`src/rtl/capture_stream_controller.sv`:
```
// Capture sequencer between the sample source and the FIFO->BRAM ring buffer:
// start/stop/drain FSM, backpressure gating, ping-pong half interrupts and overflow tracking.
module capture_stream_controller #(
  parameter int BRAM_DEPTH_WORDS = 8192,
  parameter int FIFO_DEPTH       = 256,
  parameter int FIFO_MARGIN      = 4,
  parameter int ADDR_W           = 13
) (
  input  logic              clk,
  input  logic              rst,
  input  logic              ctrl_start,
  input  logic              ctrl_stop,
  input  logic              ctrl_clear,
  input  logic              ps_ack_half,
  input  logic              src_valid,
  input  logic [63:0]       src_data,
  output logic              src_ready,
  output logic              fifo_write_en,
  output logic [63:0]       fifo_write_data,
  input  logic [8:0]        fifo_count,
  input  logic [ADDR_W-1:0] current_bram_address,
  output logic [1:0]        state,
  output logic              irq_half,
  output logic              half_index,
  output logic [1:0]        halves_pending,
  output logic              overflow,
  output logic              capture_done,
  output logic [31:0]       words_captured,
  output logic [15:0]       dropped_count
);

  typedef enum logic [1:0] {
    IDLE  = 2'd0,
    RUN   = 2'd1,
    DRAIN = 2'd2,
    FAULT = 2'd3
  } state_t;

  localparam logic [ADDR_W-1:0] HALF_ADDR   = ADDR_W'(BRAM_DEPTH_WORDS / 2);
  localparam logic [9:0]        READY_LIMIT = 10'(FIFO_DEPTH - FIFO_MARGIN);

  state_t            st;
  logic [ADDR_W-1:0] prev_addr;
  logic              zero_seen;
  logic              crossing;
  logic              cross_upper;
  logic              ack_eff;
  logic              ovf_event;
  logic              clear_ok;

  function automatic logic [15:0] sat_inc16(input logic [15:0] v);
    return (v == 16'hFFFF) ? v : v + 16'd1;
  endfunction

  assign state = st;

  // Reset gates acceptance so a word presented during reset is never written.
  assign src_ready       = !rst && (st == RUN) && ({1'b0, fifo_count} < READY_LIMIT);
  assign fifo_write_en   = src_valid && src_ready;
  assign fifo_write_data = src_data;

  assign cross_upper = (current_bram_address == '0);
  assign crossing    = (current_bram_address != prev_addr) &&
                       ((current_bram_address == HALF_ADDR) || cross_upper);
  assign ack_eff     = ps_ack_half && ((halves_pending != 2'd0) || crossing);
  assign ovf_event   = crossing && !ack_eff && (halves_pending == 2'd2);
  assign clear_ok    = ctrl_clear && ((st == IDLE) || (st == FAULT));

  always_ff @(posedge clk) begin
    if (rst) begin
      st             <= IDLE;
      prev_addr      <= '0;
      zero_seen      <= 1'b0;
      irq_half       <= 1'b0;
      half_index     <= 1'b0;
      halves_pending <= 2'd0;
      overflow       <= 1'b0;
      capture_done   <= 1'b0;
      words_captured <= 32'd0;
      dropped_count  <= 16'd0;
    end else begin
      prev_addr    <= current_bram_address;
      irq_half     <= crossing;
      capture_done <= 1'b0;
      zero_seen    <= (st == DRAIN) && (fifo_count == 9'd0);

      if (crossing)
        half_index <= cross_upper;

      if (fifo_write_en)
        words_captured <= words_captured + 32'd1;

      if ((st == RUN) && src_valid && !src_ready)
        dropped_count <= sat_inc16(dropped_count);

      // A crossing and an ack in the same cycle cancel out.
      if (crossing && !ack_eff) begin
        if (halves_pending == 2'd2)
          overflow <= 1'b1;
        else
          halves_pending <= halves_pending + 2'd1;
      end else if (!crossing && ack_eff) begin
        halves_pending <= halves_pending - 2'd1;
      end

      case (st)
        IDLE: begin
          if (!ctrl_clear && ctrl_start) begin
            st             <= RUN;
            words_captured <= 32'd0;
          end
        end
        RUN: begin
          if (ovf_event)
            st <= FAULT;
          else if (ctrl_stop)
            st <= DRAIN;
        end
        DRAIN: begin
          if (ovf_event) begin
            st <= FAULT;
          end else if (zero_seen && (fifo_count == 9'd0)) begin
            st           <= IDLE;
            capture_done <= 1'b1;
          end
        end
        default: ;
      endcase

      if (clear_ok) begin
        st             <= IDLE;
        overflow       <= 1'b0;
        halves_pending <= 2'd0;
        dropped_count  <= 16'd0;
        half_index     <= 1'b0;
      end
    end
  end

endmodule

```
`config.mk`:
```
export PLATFORM = sky130hd
export DESIGN_NAME = capture_stream_controller
export DESIGN_NICKNAME = d
export VERILOG_FILES = /design/src/rtl/capture_stream_controller.sv
export SDC_FILE = /design/constraint.sdc
export NUM_CORES = 1
export LEC_CHECK = 0
export CAP_MARGIN = 10
export CORE_MARGIN = 2
export CORE_UTILIZATION = 34
export DETAILED_ROUTE_END_ITERATION = 10
export GPL_TIMING_DRIVEN = 0
export HOLD_SLACK_MARGIN = 0.12
export PLACE_DENSITY = 0.79
export SYNTH_ARGS = -nofsm -noshare
export SYNTH_HDL_FRONTEND = slang
export SYNTH_SLANG_ARGS = --single-unit
export TNS_END_PERCENT = 30
```
`constraint.sdc`:
```
create_clock -name clk -period 5.5 [get_ports clk]
set_clock_uncertainty 0.2 [all_clocks]
set_input_delay 1.65 -clock clk [delete_from_list [all_inputs] [get_ports clk]]
set_output_delay 1.65 -clock clk [all_outputs]
set_load 0.005 [all_outputs]
```
==> results.json <==
{
  "dp_hpwl_um": 7450,
  "vias_in_the_first_global_route": 3281,
  "path_class": "in -> out",
  "die_width_um": 109,
  "totalWireLength_um": 9520,
  "ys_async_sr_fraction": 0,
  "crit_arrival_ns": 3.52,
  "gp_congestion": 0.795,
  "synth_top_cell_area_share": 0.373,
  "overflow": 0,
  "post_cts_buffers": 0,
  "cpLargestDelayFamily": "buffers and inverters",
  "max-vdd-ir-drop_uv": 158,
  "setup_violations": 0,
  "clk_root_buffer_cell": "sky130_fd_sc_hd__clkbuf_8",
  "min-delay-path-class": "reg -> reg",
  "timing.final.crit_share": 0.976,
  "timing.critical_path.required_ns": 3.65,
  "drive_gt1_frac": 0.152,
  "antenna_found_initial": 0,
  "yosysWarnings": 0,
  "synth.ff_latch_count": 70,
  "crit_path_cell_trace": "clkdlybuf4s50_1, nor2_1, o211a_1, buf_4, and2_1, clkbuf_1, clkdlybuf4s50_1",
  "post_synthesis_sequential_area_ratio": 0.373,
  "yosys-top-cells-area": "sky130_fd_sc_hd__dfxtp_1 37%, sky130_fd_sc_hd__buf_4 13%, sky130_fd_sc_hd__xnor2_1 7.9%, sky130_fd_sc_hd__nor2_1 6.1%, sky130_fd_sc_hd__xor2_1 4.4%",
  "clock_sinks": 70,
  "top_level_ports": 215,
  "final.min_clock_period_ns": 5.37,
  "final_antenna_net_count": 0,
  "design.final.nets": 700,
  "crit_path_end_kind": "primary output",
  "insertedDiodeCount": 0,
  "final-hold-violation-count": 0,
  "synth_largest_area_cell": "sky130_fd_sc_hd__dfxtp_1",
  "yosys.cell_count.top_type": "sky130_fd_sc_hd__dfxtp_1",
  "timing.final.max_slew_violations": 0,
  "worst_r2r_startpoint": "state[1]",
  "worst_setup_hold_path_clk_slew_ns": 0.08,
  "hold_path_startpoint": "overflow",
  "die_h_um": 109,
  "worstSkewPairLatency_ns": 0.35,
  "initial_utilization": 0.348,
  "vias_per_cell": 4.74,
  "critical_path.reg2reg.endpoint": "words_captured[31]",
  "grt_usage": 0.156,
  "critical_path.max_fanout": 8,
  "cp_slowest_stage_delay_ns": 0.56,
  "fmax_ghz": 0.186,
  "crit_path_top_delay_cell": "sky130_fd_sc_hd__clkdlybuf4s50_1",
  "fin_setup_tns_ns": 0,
  "grt_first_pass_wirelength_um": 14700,
  "max_slew_margin": 0.541,
  "drt-pass1-iter-count": 5,
  "design.core.area_um2": 10800,
  "r2r_cells": 8,
  "cts_buffer_count": 9,
  "result_of_the_run": "finished, final reports clean",
  "p_leak_nw": 2.10,
  "synthDistinctLibCells": 41,
  "synthTopCellsByCount": "70 x sky130_fd_sc_hd__dfxtp_1, 65 x sky130_fd_sc_hd__buf_4, 61 x sky130_fd_sc_hd__nor2_1",
  "io_buffers": 149,
  "cts_max_path_buffers": 2,
  "synth-edff-count": 0,
  "floorplan_die_area_um2": 11900,
  "post-route-drc-count": 0,
  "whs_ns": 0.285,
  "hold_path_depth": 1,
  "cp.buffers_inverters": 4,
  "worst_pin_slew_ns": 0.683,
  "max_cap_violations": 0,
  "grt_start_max_net_pins": 15,
  "wl_per_cell_um": 12.8,
  "ctsResizeCount": 0,
  "drt_iter0_drc": 110,
  "ys_dominant_reg_cell": "sky130_fd_sc_hd__dfxtp_1",
  "critPathLaunchType": "input port",
  "syn_to_final_growth_pct": 49.8,
  "synth_cells": 441,
  "synthesis.area_per_instance_um2": 8.52,
  "critical-path-top-cell-by-count": "sky130_fd_sc_hd__clkdlybuf4s50_1",
  "syn-cell-area_um2": 3760,
  "clock_tree.htree_level_count": 3,
  "rows": 38,
  "whs_endpoint": "overflow",
  "powerDensity_nw_per_um2": 196,
  "post_cts_hold_buffer_count": 0,
  "postSynthNetCount": 540,
  "rsz0062_at_grt": "false",
  "tritoncts_clock_tree": "yes",
  "r2r_setup_slack_ns": 2.78,
  "dr_total_vias": 3534
}
==> layout make-up <==
| type | count | area, um^2 |
|---|---|---|
| flip-flops and latches | 70 | 1400 |
| clock buffers | 9 | 124 |
| inverters | 18 | 67.6 |
| well taps | 140 | 175 |
| fillers | 969 | 5160 |
| repair buffers | 149 | 1490 |
| plain buffers | 75 | 536 |
| multi-input cells | 278 | 1750 |
| clock inverters | 7 | 80.1 |
==> cells by family (layout without fill, tap and decap cells) <==
group | Yosys count | in the layout | synth area share
and+or+nand+nor | 186 | 186 | 0.266
buffers and inverters | 93 | 258 | 0.160
DFF | 70 | 70 | 0.373
xor gates and xnor gates | 53 | 53 | 0.124
AOI/OAI and AO/OA | 30 | 30 | 0.0489
adders and majority gates | 6 | 6 | 0.0200
muxes | 3 | 3 | 0.00832
==> power by group <==
part           internal (W)  switching (W)  total [W]
Clock              0.000217       0.000219   0.000436
Sequential         0.000512     0.00000311   0.000515
Combinational      0.000102      0.0000504   0.000152
Total              0.000830       0.000273    0.00110
==> flip-flops by register name, summed over array words and instances, names as in the netlist <==
register        cells
overflow            1
irq_half            1
words_captured     32
prev_addr          13
halves_pending      2
capture_done        1
half_index          1
state               2
dropped_count      16
zero_seen           1
==> stage by stage <==
step / area, um^2 / setup slack [ns] / std cells / util / power, W
2_1_floorplan: 3760 / 1.18 / 441 / - / 0.000596
3_3_place_gp: 5430 / 0.138 / 730 / 0.503 / 0.000678
3_5_place_dp: 5430 / 0.115 / 730 / 0.503 / 0.000680
4_1_cts: 5630 / 0.108 / 746 / 0.522 / 0.00113
5_1_grt: 5630 / 0.0194 / 746 / 0.522 / 0.00116
6_report: 5630 / 0.133 / 746 / 0.522 / 0.00110
==> cells in the final DEF, fill, tap and decap left out, types with 4 or more instances in the layout <==
master | Yosys | layout
sky130_fd_sc_hd__a211oi_1 | 5 | 5
sky130_fd_sc_hd__ha_1 | 6 | 6
sky130_fd_sc_hd__buf_4 | 65 | 65
sky130_fd_sc_hd__and4_1 | 5 | 5
sky130_fd_sc_hd__nand2_1 | 15 | 15
sky130_fd_sc_hd__clkbuf_8 | 0 | 9
sky130_fd_sc_hd__clkdlybuf4s50_1 | 0 | 149
sky130_fd_sc_hd__nand4_1 | 15 | 15
sky130_fd_sc_hd__o21ai_0 | 7 | 7
sky130_fd_sc_hd__nor2_1 | 61 | 61
sky130_fd_sc_hd__xor2_1 | 19 | 19
sky130_fd_sc_hd__nand3_1 | 17 | 17
sky130_fd_sc_hd__dfxtp_1 | 70 | 70
sky130_fd_sc_hd__or3_1 | 4 | 4
sky130_fd_sc_hd__and3_1 | 10 | 10
sky130_fd_sc_hd__nor4_1 | 11 | 11
sky130_fd_sc_hd__nor2b_1 | 16 | 16
sky130_fd_sc_hd__xnor2_1 | 34 | 34
sky130_fd_sc_hd__nor3_1 | 19 | 19
sky130_fd_sc_hd__a21oi_1 | 11 | 11
sky130_fd_sc_hd__inv_1 | 18 | 18
sky130_fd_sc_hd__clkbuf_1 | 7 | 7
==> per-layer routing <==
metal / track usage / part of all wire
met4: 0.0632 / 0.012
met2: 0.275 / 0.51
met1: 0.173 / 0.40
met5: 0 / 0
met3: 0.0514 / 0.085
==> worst max path at each step <==
stage | depth (start not counted) | slack, ns | from | to
after floorplan | 6 | 1.18 | rst | fifo_write_en
after global placement | 7 | 0.14 | fifo_count[8] | fifo_write_en
after detailed placement | 7 | 0.12 | fifo_count[8] | fifo_write_en
after CTS | 7 | 0.11 | fifo_count[8] | fifo_write_en
after global routing | 7 | 0.02 | fifo_count[8] | fifo_write_en
final | 7 | 0.13 | fifo_count[8] | fifo_write_en
(Power assumes the default switching activity.)
